File: src/rtl/ysyx_22040931_ifu_pkg.sv
// Shared definitions for the instruction fetch unit.
//   if_state_e   : fetch FSM state encoding (request / wait / hold)
//   RESET_PC_DEF : default PC loaded by reset
//   NOP_INST     : canonical nop (addi x0, x0, 0) used for marker slots
package ysyx_22040931_ifu_pkg;

    localparam logic [63:0] RESET_PC_DEF = 64'h0000_0000_8000_0000;
    localparam logic [31:0] NOP_INST     = 32'h0000_0013;

    typedef enum logic [1:0] {
        IfReq  = 2'b00,
        IfWait = 2'b01,
        IfHold = 2'b10
    } if_state_e;

endpackage

File: src/rtl/ysyx_22040931_pc_reg.sv
// Program counter register for the fetch unit.
//   clk, rst   : core clock, synchronous active-high reset (loads RESET_PC)
//   load_i     : redirect request; wins over increment
//   load_pc_i  : redirect target
//   inc_i      : advance PC by 4 (wraps modulo 2^XLEN)
//   pc_o       : current PC
// Optional: YSYX_22040931_IFU_MISALIGN_EN keeps a misaligned target as-is so the
// fetch unit can report it; otherwise the target is forced to word alignment.
module ysyx_22040931_pc_reg #(
    parameter int unsigned     XLEN     = 64,
    parameter logic [XLEN-1:0] RESET_PC = XLEN'(64'h8000_0000)
) (
    input  logic            clk,
    input  logic            rst,
    input  logic            load_i,
    input  logic [XLEN-1:0] load_pc_i,
    input  logic            inc_i,
    output logic [XLEN-1:0] pc_o
);

    logic [XLEN-1:0] pc_q, pc_d;
    logic [XLEN-1:0] target;

`ifdef YSYX_22040931_IFU_MISALIGN_EN
    assign target = load_pc_i;
`else
    logic unused_lsb;
    assign unused_lsb = ^load_pc_i[1:0];
    assign target     = {load_pc_i[XLEN-1:2], 2'b00};
`endif

    always_comb begin
        pc_d = pc_q;
        if (load_i) begin
            pc_d = target;
        end else if (inc_i) begin
            pc_d = pc_q + XLEN'(4);
        end
    end

    always_ff @(posedge clk) begin
        if (rst) begin
            pc_q <= RESET_PC;
        end else begin
            pc_q <= pc_d;
        end
    end

    assign pc_o = pc_q;

endmodule

File: src/rtl/ysyx_22040931_ifu.sv
// Instruction fetch stage: owns the PC, issues one fetch at a time to
// instruction memory and presents {pc, inst, opcode} to decode.
//   clk, rst                      : core clock, synchronous active-high reset
//   imem_req_valid/ready/addr     : fetch request (addr is the current PC)
//   imem_rsp_valid/data           : fetch response
//   redirect_valid/pc             : PC redirect from execute; kills unaccepted fetches
//   id_valid/ready/pc/inst/opcode : slot presented to decode
//   id_misalign                   : slot is an instruction-address-misaligned marker
// Optional: YSYX_22040931_IFU_MISALIGN_EN turns a misaligned redirect into a
// marker slot instead of silently aligning the target.
module ysyx_22040931_ifu
    import ysyx_22040931_ifu_pkg::*;
#(
    parameter int unsigned     XLEN     = 64,
    parameter logic [XLEN-1:0] RESET_PC = XLEN'(RESET_PC_DEF)
) (
    input  logic            clk,
    input  logic            rst,
    output logic            imem_req_valid,
    input  logic            imem_req_ready,
    output logic [XLEN-1:0] imem_req_addr,
    input  logic            imem_rsp_valid,
    input  logic [31:0]     imem_rsp_data,
    input  logic            redirect_valid,
    input  logic [XLEN-1:0] redirect_pc,
    output logic            id_valid,
    input  logic            id_ready,
    output logic [XLEN-1:0] id_pc,
    output logic [31:0]     id_inst,
    output logic [6:0]      id_opcode,
    output logic            id_misalign
);

    if_state_e       state_q, state_d;
    logic            drop_q, drop_d;
    logic [XLEN-1:0] id_pc_q, id_pc_d;
    logic [31:0]     id_inst_q, id_inst_d;
    logic            id_mis_q, id_mis_d;
    logic [XLEN-1:0] pc;
    logic            req_fire;
    logic            pc_inc;
    logic            mis_redir;
    logic            outstanding;

`ifdef YSYX_22040931_IFU_MISALIGN_EN
    assign mis_redir = redirect_valid && (redirect_pc[1:0] != 2'b00);
`else
    assign mis_redir = 1'b0;
`endif

    // drop_q set in REQ means a killed request is still in flight; hold off the
    // next request so at most one is ever outstanding.
    assign imem_req_valid = !rst && (state_q == IfReq) && !drop_q;
    assign imem_req_addr  = pc;
    assign req_fire       = imem_req_valid && imem_req_ready;

    // A marker slot does not advance the PC; execute redirects after trapping.
    assign pc_inc = (state_q == IfHold) && id_ready && !id_mis_q;

    // Whether a memory response is still owed after this cycle.
    assign outstanding = req_fire
                       || ((state_q == IfWait) && !imem_rsp_valid)
                       || (drop_q && !imem_rsp_valid);

    ysyx_22040931_pc_reg #(
        .XLEN     (XLEN),
        .RESET_PC (RESET_PC)
    ) u_pc_reg (
        .clk       (clk),
        .rst       (rst),
        .load_i    (redirect_valid),
        .load_pc_i (redirect_pc),
        .inc_i     (pc_inc),
        .pc_o      (pc)
    );

    always_comb begin
        state_d   = state_q;
        drop_d    = drop_q;
        id_pc_d   = id_pc_q;
        id_inst_d = id_inst_q;
        id_mis_d  = id_mis_q;
        unique case (state_q)
            IfReq: begin
                if (req_fire) begin
                    state_d = IfWait;
                    // Accepted with the old address: its data must be thrown away.
                    if (redirect_valid) drop_d = 1'b1;
                end else if (drop_q && imem_rsp_valid) begin
                    drop_d = 1'b0;
                end
            end
            IfWait: begin
                if (imem_rsp_valid) begin
                    state_d = IfReq;
                    drop_d  = 1'b0;
                    if (!drop_q && !redirect_valid) begin
                        state_d   = IfHold;
                        id_pc_d   = pc;
                        id_inst_d = imem_rsp_data;
                        id_mis_d  = 1'b0;
                    end
                end else if (redirect_valid) begin
                    drop_d = 1'b1;
                end
            end
            IfHold: begin
                if (drop_q && imem_rsp_valid) drop_d = 1'b0;
                if (id_ready || redirect_valid) begin
                    state_d  = IfReq;
                    id_mis_d = 1'b0;
                end
            end
            default: state_d = IfReq;
        endcase
        if (mis_redir) begin
            state_d   = IfHold;
            id_pc_d   = redirect_pc;
            id_inst_d = NOP_INST;
            id_mis_d  = 1'b1;
            drop_d    = outstanding;
        end
    end

    always_ff @(posedge clk) begin
        if (rst) begin
            state_q   <= IfReq;
            drop_q    <= 1'b0;
            id_pc_q   <= '0;
            id_inst_q <= '0;
            id_mis_q  <= 1'b0;
        end else begin
            state_q   <= state_d;
            drop_q    <= drop_d;
            id_pc_q   <= id_pc_d;
            id_inst_q <= id_inst_d;
            id_mis_q  <= id_mis_d;
        end
    end

    assign id_valid    = (state_q == IfHold);
    assign id_pc       = id_pc_q;
    assign id_inst     = id_inst_q;
    assign id_opcode   = id_inst_q[6:0];
    assign id_misalign = id_mis_q;

endmodule

File: config.mk
export PLATFORM = sky130hd
export DESIGN_NAME = ysyx_22040931_ifu
export DESIGN_NICKNAME = d
export VERILOG_FILES = /design/src/rtl/ysyx_22040931_ifu_pkg.sv /design/src/rtl/ysyx_22040931_pc_reg.sv /design/src/rtl/ysyx_22040931_ifu.sv
export SDC_FILE = /design/constraint.sdc
export NUM_CORES = 1
export LEC_CHECK = 0
export CAP_MARGIN = 20
export CORE_AREA = 2 2 133 135
export DETAILED_ROUTE_END_ITERATION = 7
export DIE_AREA = 0 0 135 137
export GPL_TIMING_DRIVEN = 0
export PLACE_DENSITY = 0.83
export RECOVER_POWER = 50
export SLEW_MARGIN = 20
export SYNTH_ARGS = -nofsm -noshare
export SYNTH_HDL_FRONTEND = slang
export SYNTH_SLANG_ARGS = --single-unit
export TNS_END_PERCENT = 1
File: constraint.sdc
create_clock -name clk -period 2.9 [get_ports clk]
set_input_delay 0.435 -clock clk [delete_from_list [all_inputs] [get_ports clk]]
set_output_delay 0.435 -clock clk [all_outputs]
set_load 0.01 [all_outputs]
Yosys cells after proc, flatten, opt, wreduce, memory -nomap -nowiden
Cells that the tools add are included.

operators by class
  $add $sub $neg = 1
  eq/ne operators = 6
  mux-type cells = 16
  reductions and logical operators = 20

operators with widths
  operator                                                number
  2-to-1 mux 64 bit                                       2
  adder 64 x 3 -> 64 bit (second input constant)          1
  2-to-1 mux 2 bit                                        4
  logical AND 1 bit                                       7
  2-to-1 mux 1 bit                                        7
  one-hot mux 2 bit (3 select lines)                      1
  AND reduction 3 bit                                     2
  zero test 1 bit                                         4
  inequality test 2 x 1 -> 1 bit (second input constant)  2
  inequality test 2 bit (second input constant)           2
  AND reduction 4 bit                                     1
  nonzero test 2 bit                                      2
  one-hot mux 1 bit (3 select lines)                      1
  nonzero test 3 bit                                      1
  == test 2 x 1 -> 1 bit (second input constant)          1
  == test 2 bit (second input constant)                   1
  zero test 2 bit                                         1
  one-hot mux 1 bit (2 select lines)                      1
  OR reduction 2 bit                                      1
  logical OR 1 bit                                        1

storage, ports and cells
  register bits after elaboration = 164
  word-level logic and storage cells = 50

Longest topological paths before layout
Gate-level depths: netlist of the first run.

  depth after elaboration = 6
  depth in mapped cells = 9

Cells and area by module
A second synthesis of the first run with hierarchy kept.

unflattened totals
  cells, all modules = 943
  area total of the unflattened synthesis = 7475.9 um^2

modules (own cells, without submodules)
  module                cells each  sequential area each (um^2)  area an instance (um^2)  times used
  ysyx_22040931_pc_reg  484         1241.2                       3813.7                   1
  ysyx_22040931_ifu     459         1981.9                       3662.3                   1

Worst setup path after synthesis of the first run
Ideal clock, no wire load.

  path type = flip-flop to flip-flop
  from = register state_q[0]
  to = register u_pc_reg.pc_q[34], in the netlist u_pc_reg.pc_o[34]
  data required time = 2.766 ns
  slack = 0.397 ns
  data arrival time = 2.369 ns
  period minus slack after synthesis = 2.503 ns
  cell stages (with the launch flop) = 9
  path through = dfxtp_1 > inv_1 > ha_1 > nand3_2 > or4_1 > buf_2 > or4_1 > nor3b_1 > a2111oi_2

between the ends
  longest elaborated chain between the ends = 4

ends and longest elaborated chain
  what                                 RTL line                    source
  start: declaration                   ysyx_22040931_ifu.sv:34     if_state_e state_q, state_d;
  start signal: assignment             ysyx_22040931_ifu.sv:127    state_q <= IfReq;
  start signal: assignment             ysyx_22040931_ifu.sv:133    state_q <= state_d;
  == test 2 bit                        n/a
  named net id_valid                   ysyx_22040931_ifu.sv:26     output logic id_valid,
  logical AND 1 bit (2 in a row)       ysyx_22040931_ifu.sv:58     assign pc_inc = (state_q == IfHold) && id_ready && !id_mis_q;
  nonzero test 2 bit (no source line)  n/a
  end signal: assignment               ysyx_22040931_pc_reg.sv:45  pc_q <= pc_d;
  end: declaration                     ysyx_22040931_pc_reg.sv:21  logic [XLEN-1:0] pc_q, pc_d;

The timed path passes the listed nets, and every way through them passes these cells.
A chain may end at the register's enable or synchronous reset.

Final worst setup path of the first run
  from = register state_q[0]
  to = register u_pc_reg.pc_q[34], in the netlist u_pc_reg.pc_o[34]

between the ends
  longest elaborated chain between the ends = 4

ends and longest elaborated chain
  what                                 RTL line
  == test 2 bit                        ysyx_22040931_ifu.sv:58
  logical AND 1 bit (2 in a row)       ysyx_22040931_ifu.sv:58
  nonzero test 2 bit (no source line)  n/a

Every way passes these cells.

==> results.sh, run 1 <==
export IMPL_hpwl_um=20300
export IMPL_hold_buffers=0
export IMPL_die_area_mm2=0.01850
export IMPL_hold_end="id_inst[10]"
export IMPL_hold_path_depth=2
export IMPL_max_freq_ghz=0.3558
export IMPL_switching_share=0.2778
export IMPL_cpMaxStageDelayCell="or4_1"
export IMPL_dp_cells=1464
export IMPL_hp_class="flip-flop to flip-flop"
export IMPL_period_needed_ps=2811
export IMPL_cts_tree="built"
export IMPL_hold_start="id_inst[10]"
export IMPL_ys_seq_area_frac=0.4244
export IMPL_grt_pass1_vias=7733
export IMPL_via_per_inst=5.555
export IMPL_antenna_left=0
export IMPL_async_reset_ff_frac=0
export IMPL_post_route_util=0.6496
export IMPL_grtUsageTotal=0.2906
export IMPL_routabilityCongestion=0.9250
export IMPL_leakage_nw=4.156
export IMPL_netlist_area_mm2=0.007500
export IMPL_drc=0
export IMPL_tns_ps=0
export IMPL_grt_overflow=0
export IMPL_worstSetupPathType="flip-flop to flip-flop"
export IMPL_ys_ff_latch=159
export IMPL_holdWs_ps=450.4
export IMPL_clk_pin_slew_ps=60
export IMPL_critPathRequiredTime_ps=3180
export IMPL_ys_types=52
export IMPL_synth_top_area_frac=0.4244
export IMPL_crit_fanout=7
export IMPL_cts_root_buf="clkbuf_16"
export IMPL_ir_drop_v=0.0004452
export IMPL_drt_initial_drc_count=826
export IMPL_grt_max_degree=17
export IMPL_critPathMaxStageDelay_ps=610
export IMPL_hold_violations=0
export IMPL_syn_to_final_growth_pct=47.73
export IMPL_drt_first_pass_iters=6
export IMPL_r2r_start="state_q[0]"
export IMPL_synthTopCellsByArea="dfxtp_1, nand2_1, a21oi_1"
export IMPL_r2r_end="u_pc_reg.pc_o[34]"
export IMPL_crit_chain="inv_1 > ha_1 > nand3_2 > or4_1 > buf_2 > or4_1 > nor3b_1 > a2111oi_2"
export IMPL_max_slew_margin=0.4107
export IMPL_worst_path_most_repeated_cell="or4_1"
export IMPL_htreeDepth=4
export IMPL_combPwrFrac=0.167
export IMPL_port_buffer_count=262
export IMPL_reg2reg_slack_ps=90
export IMPL_cts_sinks=159
export IMPL_die_h_um=137
export IMPL_power_switching_mw=1.596
export IMPL_drt_wl_total_um=27510
export IMPL_end_kind="flip-flop"
export IMPL_numCtsBuffers=17
export IMPL_ys_flop_type="dfxtp_1"
export IMPL_clock_latency_ps=430
export IMPL_drv_slew=0
export IMPL_worstMarginPinSlew_ps=883.9
export IMPL_rsz0062_at_grt="yes"
export IMPL_syn_instance_count=973
export IMPL_seqPwrFrac=0.426
export IMPL_status="complete, no violations"
export IMPL_clkPwrFrac=0.406
export IMPL_finalClockSkew_ps=8.878
export IMPL_vias=8327
export IMPL_fin_crit_sh=0.9692
export IMPL_reg2regPathDepth=8
export IMPL_pin_count=272
export IMPL_synth_edff_count=0
export IMPL_start_kind="flip-flop"
export IMPL_start_util=0.4397
export IMPL_maxCapViolCount=0
export IMPL_wl_per_cell_um=18.35
export IMPL_die_x_um=135
export IMPL_fin_cells=1499
export IMPL_intPower_mw=4.148
export IMPL_grt_pass1_wl_um=41610
export IMPL_core_mm2=0.01706
export IMPL_arrival_ps=3090
export IMPL_std_cell_rows=48
export IMPL_drive_gt1_frac=0.05425
export IMPL_clockBufferDepth=2
export IMPL_ys_warnings_count=0
export IMPL_setup_viol=0
export IMPL_synth_area_per_cell_um2=7.708
export IMPL_antenna_found_initial=1
export IMPL_final_nets=1367
export IMPL_pwr_density_cell_mw_per_mm2=518.5
export IMPL_synth_top_area_cell="dfxtp_1"
[repair_timing]
action | 4_1_cts | 5_1_grt
buffers inserted | 0 | 1
setup endpoints to repair | 4 | 75
gates cloned | 0 | 0
gates resized for setup | 2 | 5
pin swaps | 0 | 2
[power by group through the flow]
stage / logic (mW) / clock network [mW] / registers [mW]
floorplan: 0.417 / 0 / 2.51
finish: 0.962 / 2.33 / 2.45
global placement: 0.966 / 0 / 2.49
detailed placement: 0.983 / 0 / 2.50
global route: 1.05 / 2.46 / 2.47
CTS: 0.990 / 2.35 / 2.45
[how the worst max path moves through the flow]
stage	from	slack (ps)	to
2_1_floorplan	state_q[0]	400	u_pc_reg.pc_o[34]
3_3_place_gp	id_ready	-340	u_pc_reg.pc_o[51]
3_5_place_dp	id_ready	-410	u_pc_reg.pc_o[51]
4_1_cts	state_q[0]	20	u_pc_reg.pc_o[54]
5_1_grt	state_q[1]	-150	id_inst[28]
6_report	state_q[0]	90	u_pc_reg.pc_o[34]
[critical path: cells and delay by family (launching register included)]
kind / cells / cell delay, ps
buf+inv: 2 / 320
flops: 1 / 340
compound gates: 1 / 80
fa+ha+maj: 1 / 300
simple gates: 4 / 1620
[placed cells by master, fill, tap and decap left out, types with 4 or more instances in the layout]
master,n
a211oi_1,21
a21oi_1,108
a311oi_1,10
and3_1,12
and4_1,7
buf_1,15
buf_4,13
clkbuf_1,55
clkbuf_16,17
clkdlybuf4s50_1,133
clkinv_2,4
conb_1,5
dfxtp_1,159
dlygate4sd3_1,129
ha_1,6
inv_1,20
mux2_2,4
mux2i_1,11
nand2_1,240
nand3_1,27
nand4_1,24
nor2_1,64
nor2b_1,5
nor3_1,24
nor3b_1,13
nor4_1,24
nor4_4,4
o211ai_1,7
o21ai_0,9
or3_1,13
or4_1,10
xnor2_1,17
xor2_1,12
[cell usage after synthesis, types with 11 or more instances]
| cell | number |
|---|---|
| a21oi_1 | 108 |
| xnor2_1 | 17 |
| inv_1 | 20 |
| buf_1 | 15 |
| nand4_1 | 24 |
| nor3_1 | 24 |
| nand2_1 | 240 |
| nor2_1 | 64 |
| nor4_1 | 28 |
| buf_4 | 12 |
| mux2i_1 | 11 |
| dfxtp_1 | 159 |
| nor3b_1 | 13 |
| and3_1 | 12 |
| clkbuf_1 | 54 |
| nand3_1 | 27 |
| xor2_1 | 12 |
| a211oi_1 | 21 |
| or3_1 | 13 |
[cell families after synthesis]
| kind of cell | after synthesis | synth area share |
|---|---|---|
| other cells | 1 | 0.0005000 |
| flops | 159 | 0.4244 |
| buf+inv | 103 | 0.05872 |
| simple gates | 482 | 0.3066 |
| fa+ha+maj | 6 | 0.01001 |
| compound gates | 178 | 0.1451 |
| xor+xnor | 29 | 0.03387 |
| mux | 15 | 0.02069 |
[metrics by stage]
step | area (µm²) | setup WS [ps] | total power [mW]
floorplan | 7515 | 396.7 | 2.925
global placement | 10420 | -335.1 | 3.458
detailed placement | 10420 | -413.7 | 3.479
CTS | 11040 | 17.75 | 5.789
global route | 11080 | -153.7 | 5.966
finish | 11080 | 89.20 | 5.744
[cell type report]
type | count | area, µm²
Multi-Input combinational cell | 715 | 3935
Inverter | 20 | 75.07
Sequential cell | 159 | 3183
Clock inverter | 13 | 161.4
Timing Repair Buffer | 263 | 2630
Fill cell | 1435 | 5977
Clock buffer | 19 | 442.9
Tap cell | 225 | 281.5
Buffer | 83 | 365.4
Antenna cell | 2 | 5.005
[flip-flops by register name (all words and copies together), names as in the netlist]
signal         flops
drop_q             1
u_pc_reg.pc_o     62
state_q            2
id_pc             62
id_inst           32
[metal layers]
layer  vias up  share of wire  GRT usage
met4         0          0.032     0.1186
li1       3953              -          -
met2       433           0.47     0.4839
met5         -              0          0
met1      3873           0.40     0.3571
met3        68           0.10    0.07815
Note: power is estimated with default switching activity, not from simulation.
==> inputs of run 2 (changes only) <==
CORE_AREA = 2 2 132 134   (was 2 2 133 135)
DIE_AREA = 0 0 134 136   (was 0 0 135 137)
PLACE_DENSITY = 0.84   (was 0.83)
SYNTH_HIERARCHICAL = 1   (was unset)
clock period = 2.6 ns   (was 2.9 ns; I/O delays follow)
==> results.sh, run 2 <==
export IMPL_start_util=0.4430
export IMPL_drc=0
export IMPL_max_slew_margin=0.4749
export IMPL_pin_count=272
export IMPL_cts_sinks=161
export IMPL_dpl_cell_area_mm2=0.01045
export IMPL_synth_edff_count=0
export IMPL_hpwl_um=19880
export IMPL_start_kind="flip-flop"
export IMPL_crit_fanout=10
export IMPL_power_switching_mw=1.778
export IMPL_cts_root_buf="clkbuf_16"
export IMPL_status="complete, but fails checks"
export IMPL_ys_warnings_count=6
export IMPL_grt_use_met3=0.07793
export IMPL_drv_slew=0
export IMPL_synthTopCellsByArea="dfxtp_1, nand2_1, a21oi_1"
export IMPL_netlist_area_mm2=0.007476
export IMPL_core_mm2=0.01688
export IMPL_maxCapViolCount=0
export IMPL_largest_reg_flops=64
export IMPL_syn_instance_count=943
export IMPL_switching_share=0.2694
export IMPL_synth_top_area_frac=0.4311
export IMPL_hold_violations=0
export IMPL_worstMarginPinSlew_ps=781.6
export IMPL_die_area_mm2=0.01822
export IMPL_combPwrFrac=0.172
export IMPL_ys_types=60
export IMPL_final_nets=1342
export IMPL_ys_seq_area_frac=0.4311
export IMPL_grt_pass1_wl_um=40770
export IMPL_grtUsageTotal=0.2861
export IMPL_grt_pass1_vias=7556
export IMPL_synth_commonest_cells="nand2_1, dfxtp_1, a21oi_1"
export IMPL_holdWs_ps=452.5
export IMPL_worstSetupPathType="flip-flop to flip-flop"
export IMPL_end_kind="flip-flop"
export IMPL_htreeDepth=4
export IMPL_ys_ff_latch=161
export IMPL_grt_max_degree=17
export IMPL_antenna_found_initial=1
export IMPL_die_x_um=134
export IMPL_antenna_left=0
export IMPL_synth_area_per_cell_um2=7.928
export IMPL_seqPwrFrac=0.422
export IMPL_synth_top_area_cell="dfxtp_1"
export IMPL_drive_gt1_frac=0.09543
export IMPL_arrival_ps=2970
export IMPL_ys_flop_type="dfxtp_1"
export IMPL_multiInputGateArea_mm2=0.003875
export IMPL_die_h_um=136
export IMPL_intPower_mw=4.823
export IMPL_pwr_density_cell_mw_per_mm2=588.5
export IMPL_violations="negative setup slack"
export IMPL_dp_cells=1435
export IMPL_grt_util_met2=0.4923
export IMPL_critPathRequiredTime_ps=2960
export IMPL_async_reset_ff_frac=0
export IMPL_final_area_mm2=0.01122
export IMPL_drt_first_pass_iters=6
export IMPL_post_route_util=0.6647
export IMPL_rsz0062_at_grt="yes"
export IMPL_grt_overflow=0
export IMPL_hp_class="flip-flop to flip-flop"
export IMPL_yosysMostFrequentCell="nand2_1"
export IMPL_drt_wl_total_um=27150
export IMPL_max_freq_ghz=0.3829
export IMPL_layout_common_cells="clkdlybuf4s50_1, nand2_1, dfxtp_1, a21oi_1, nor2_1"
export IMPL_hold_buffers=0
export IMPL_syn_to_final_growth_pct=50.04
export IMPL_period_needed_ps=2612
export IMPL_via_per_inst=5.629
export IMPL_port_buffer_count=266
export IMPL_leakage_nw=3.788
export IMPL_nFillCells=1417
export IMPL_finalClockSkew_ps=7.864
export IMPL_seq_area_mm2=0.003243
export IMPL_clk_pin_slew_ps=60
export IMPL_setup_viol=1
export IMPL_clockBufferDepth=2
export IMPL_vias=8291
export IMPL_clock_latency_ps=440
export IMPL_clkPwrFrac=0.406
export IMPL_drt_initial_drc_count=759
export IMPL_numCtsBuffers=17
export IMPL_std_cell_rows=48
export IMPL_ir_drop_v=0.0004629
export IMPL_power_mw=6.601
export IMPL_met1_usage=0.3433
export IMPL_cts_tree="built"
export IMPL_routabilityCongestion=0.9405
export IMPL_fin_cells=1473
export IMPL_fin_ws_ps=-11.57
export IMPL_final_common_cell="clkdlybuf4s50_1"
export IMPL_wl_per_cell_um=18.43
export IMPL_fin_crit_sh=1.004
export IMPL_grt_busiest_layer="met2"
-- run 2: cell types whose count changed after synthesis, sizes merged, moves of 5 or more --
cell and delta:
nand2b +5, clkbuf -22, and4 +5, nor2 -5
nand3 -8, nor3b -7, and2 +6, o31ai +5
o211ai -5, nor4 -8, buf +9, nor3 -10
-- run 2: repair_timing --
| action | in CTS | in global routing |
|---|---|---|
| setup buffers | 3 | 2 |
| endpoints found under the hold margin | 0 | 0 |
| resized for setup | 15 | 23 |
| endpoints found under the setup margin | 23 | 24 |
| pin swaps | 4 | 4 |
-- run 2: area by class of cell --
cell class              instances  share of cell area
flip-flops and latches        161              0.2891
repair buffers                271              0.2407
diodes                          1           0.0002231
well taps                     225             0.02510
clock inverters                10             0.01339
clock buffers                  22             0.04317
inverters                      18            0.006247
plain buffers                  70             0.03659
multi-input cells             695              0.3455
-- run 2: routing by layer --
metal	part of all wire	up-vias	wire, µm
met5	0	-	0
li1	-	3888	-
met3	0.11	72	2979
met2	0.48	489	13160
met4	0.026	0	710
met1	0.38	3842	10290
-- run 2: path summary, 6_finish.rpt --
| kind | startpoint | to | cells after the start | slack (ps) |
|---|---|---|---|---|
| max | u_pc_reg/pc_o[14] | u_pc_reg/pc_o[38] | 7 | -10 |
| min | id_pc[18] | id_pc[18] | 2 | 450 |
| max reg2reg | u_pc_reg/pc_o[14] | u_pc_reg/pc_o[38] | 7 | -10 |
| min reg2reg | id_pc[18] | id_pc[18] | 2 | 450 |
-- run 2: cells by family (layout without fill, tap and decap cells) --
| kind of cell | Yosys count | count (layout) | synth area share |
|---|---|---|---|
| AO/OA/AOI/OAI | 185 | 185 | 0.1521 |
| buffers and inverters | 88 | 391 | 0.06343 |
| XOR/XNOR | 34 | 34 | 0.03983 |
| AND/OR/NAND/NOR | 459 | 459 | 0.2917 |
| adder cells (fa/ha/maj) | 6 | 6 | 0.01004 |
| multiplexers | 8 | 8 | 0.01071 |
| other | 2 | 4 | 0.001005 |
| flip-flops | 161 | 161 | 0.4311 |
-- run 2: critical path: stages (launching register included) --
cell,delay (ps)
dfxtp_2,430
nand4_1,220
or4_4,460
buf_6,160
or3_4,390
buf_6,160
or4_2,530
a31oi_1,180
-- run 2: through the flow --
step	setup WS (ps)	TNS, ps
floorplan	51.13	0
CTS	-24.79	-25.09
detailed placement	-624.0	-13960
global placement	-563.5	-11690
global route	-138.5	-2103
finish	-11.57	-11.57
-- run 2: power by group through the flow --
stage | clock (mW) | combinational, mW | sequential [mW]
4_1_cts | 2.71 | 1.13 | 2.78
3_3_place_gp | 0 | 1.11 | 2.82
5_1_grt | 2.81 | 1.23 | 2.81
2_1_floorplan | 0 | 0.492 | 2.84
3_5_place_dp | 0 | 1.12 | 2.83
6_report | 2.68 | 1.14 | 2.79
==> inputs of run 3 (changes only) <==
ABC_AREA = 1   (was unset)
CORE_AREA = 2 2 141 143   (was 2 2 132 134)
DIE_AREA = 0 0 143 145   (was 0 0 134 136)
PLACE_DENSITY = 0.81   (was 0.84)
clock period = 3 ns   (was 2.6 ns; I/O delays follow)
==> results.sh, run 3 <==
export IMPL_cts_sinks=161
export IMPL_finalClockSkew_ps=9.646
export IMPL_die_h_um=145
export IMPL_async_reset_ff_frac=0
export IMPL_start_kind="flip-flop"
export IMPL_reg2reg_slack_ps=450
export IMPL_cp_top_family="buffers and inverters"
export IMPL_final_common_cell="nand2_1"
export IMPL_via_per_inst=5.230
export IMPL_path_depth=7
export IMPL_die_x_um=143
export IMPL_period_needed_ps=2549
export IMPL_ys_seq_area_frac=0.3793
export IMPL_fin_crit_sh=0.8496
export IMPL_drc=0
export IMPL_clk_pin_slew_ps=70
export IMPL_drive_gt1_frac=0.08272
export IMPL_synth_commonest_cells="nand2_1, dfxtp_1, inv_1"
export IMPL_grt_pass1_vias=8641
export IMPL_critPathRequiredTime_ps=3360
export IMPL_crit_buf_inv=3
export IMPL_worstSetupPathType="flip-flop to flip-flop"
export IMPL_drv_slew=0
export IMPL_pin_count=272
export IMPL_antenna_left=0
export IMPL_ys_ff_latch=161
export IMPL_arrival_ps=2910
export IMPL_hpwl_um=24480
export IMPL_routabilityCongestion=0.9705
export IMPL_synth_top_area_frac=0.3793
export IMPL_drt_wl_total_um=31560
export IMPL_ys_types=36
export IMPL_reg2regPathDepth=7
export IMPL_drt_first_pass_iters=5
export IMPL_end_kind="flip-flop"
export IMPL_final_nets=1582
export IMPL_max_freq_ghz=0.3923
export IMPL_tns_ps=0
export IMPL_die_area_mm2=0.02074
export IMPL_r2r_start="state_q[1]"
export IMPL_startpoint="state_q[1]"
export IMPL_drt_initial_drc_count=766
export IMPL_ys_warnings_count=6
export IMPL_clockBufferDepth=2
export IMPL_port_buffer_count=266
export IMPL_max_slew_margin=0.3475
export IMPL_cts_tree="built"
export IMPL_status="complete, no violations"
export IMPL_r2r_end="id_pc[26]"
export IMPL_cpMaxStageDelayCell="clkbuf_1"
export IMPL_htreeDepth=4
export IMPL_synthTopCellsByArea="dfxtp_1, nand2_1, a21oi_1"
export IMPL_worst_path_most_repeated_cell="clkbuf_1"
export IMPL_layout_common_cells="nand2_1, clkdlybuf4s50_1, dfxtp_1, inv_1, a21oi_1"
export IMPL_pwr_density_cell_mw_per_mm2=543.4
export IMPL_post_cts_buffers=0
export IMPL_yosysMostFrequentCell="nand2_1"
export IMPL_crit_fanout=10
export IMPL_hold_path_depth=2
export IMPL_antennaDiodeCount=0
export IMPL_post_route_util=0.6239
export IMPL_numCtsBuffers=17
export IMPL_syn_instance_count=1188
export IMPL_vias=9163
export IMPL_synth_top_area_cell="dfxtp_1"
export IMPL_crit_path_end="id_pc[26]"
export IMPL_synth_edff_count=0
export IMPL_hold_violations=0
export IMPL_start_util=0.4424
export IMPL_worstMarginPinSlew_ps=978.8
export IMPL_netlist_area_mm2=0.008497
export IMPL_crit_chain="inv_1 > ha_1 > nand3_1 > clkbuf_1 > clkbuf_1 > o21ai_1 > a21oi_1"
export IMPL_rsz0062_at_grt="no"
export IMPL_wl_per_cell_um=18.01
export IMPL_antenna_found_initial=0
export IMPL_hold_buffers=0
export IMPL_syn_to_final_growth_pct=41.02
export IMPL_cts_resized=0
export IMPL_ir_drop_v=0.0003859
export IMPL_hp_class="flip-flop to flip-flop"
export IMPL_std_cell_rows=51
export IMPL_grt_max_degree=17
export IMPL_leakage_nw=4.690
export IMPL_cts_root_buf="clkbuf_16"
export IMPL_maxCapViolCount=0
export IMPL_clock_latency_ps=440
export IMPL_grt_pass1_wl_um=48290
export IMPL_core_mm2=0.01921
export IMPL_grt_overflow=0
export IMPL_largest_reg_flops=64
export IMPL_grtUsageTotal=0.3023
export IMPL_ys_flop_type="dfxtp_1"
export IMPL_critPathMaxStageDelay_ps=580
export IMPL_setup_viol=0
export IMPL_synth_area_per_cell_um2=7.152
run 3: changes by cell type after synthesis, moves of 18 or more:
cell | previous run | this run
buf_6 | 4 | 22
a21oi_1 | 111 | 142
nor2_1 | 59 | 107
o21ai_1 | 0 | 89
a22oi_1 | 1 | 44
nand3_1 | 20 | 56
a211oi_1 | 24 | 0
nand2_1 | 241 | 206
inv_1 | 17 | 160
nor4_1 | 23 | 0
run 3: layout make-up:
| class | count | area, µm² |
|---|---|---|
| buffer | 66 | 367.9 |
| clock buffer | 18 | 429.2 |
| clock inverter | 14 | 167.7 |
| fill | 1765 | 7224 |
| inverter | 163 | 611.8 |
| multi-input combinational | 799 | 4189 |
| sequential | 161 | 3223 |
| tap | 265 | 331.6 |
| timing repair buffer | 266 | 2663 |
run 3: logic make-up (layout without fill, tap and decap cells):
logic type,Yosys count,after routing,synth area share
compound gates,332,332,0.2209
other cells,2,3,0.0008839
flops,161,161,0.3793
fa+ha+maj,6,6,0.008835
simple gates,429,429,0.2327
buf+inv,229,527,0.1275
xor+xnor,29,29,0.02989
run 3: per-stage QoR:
stage,total power [mW],hold slack (ps),setup slack (ps),cell area [µm²],instances
after floorplan,3.477,467.3,1277,8501,1189
after global placement,4.345,431.1,513.6,11490,1720
after detailed placement,4.385,435.3,478.0,11490,1720
after CTS,6.634,445.8,641.3,12090,1752
after global routing,6.815,461.9,354.2,11980,1752
final,6.511,440.7,451.1,11980,1752
run 3: worst min path at each step:
| stage | endpoint | startpoint | slack, ps |
|---|---|---|---|
| detailed placement | id_inst[21] | id_inst[21] | 440 |
| CTS | id_inst[21] | id_inst[21] | 450 |
| finish | id_pc[6] | id_pc[6] | 440 |
| global placement | id_inst[21] | id_inst[21] | 430 |
| global route | id_pc[22] | id_pc[22] | 460 |
| floorplan | id_pc[36] | id_pc[36] | 470 |
run 3: tightest hold or removal path, cell delays in order (launching register included):
cell,delay (ps)
dfxtp_1,310
inv_1,40
a21oi_1,50
run 3: power by group:
group	total (mW)	leakage, nW	switching [mW]	internal (mW)
combinational	1.64	3.08	0.833	0.804
sequential	2.61	1.32	0.224	2.39
clock	2.26	0.292	1.01	1.26
run 3: layer usage:
layer / track usage / routed length [µm] / part of all wire
met5: 0 / 0 / 0
met4: 0.09356 / 725 / 0.023
met3: 0.05842 / 2660 / 0.084
met2: 0.4998 / 14850 / 0.47
met1: 0.3967 / 13330 / 0.42
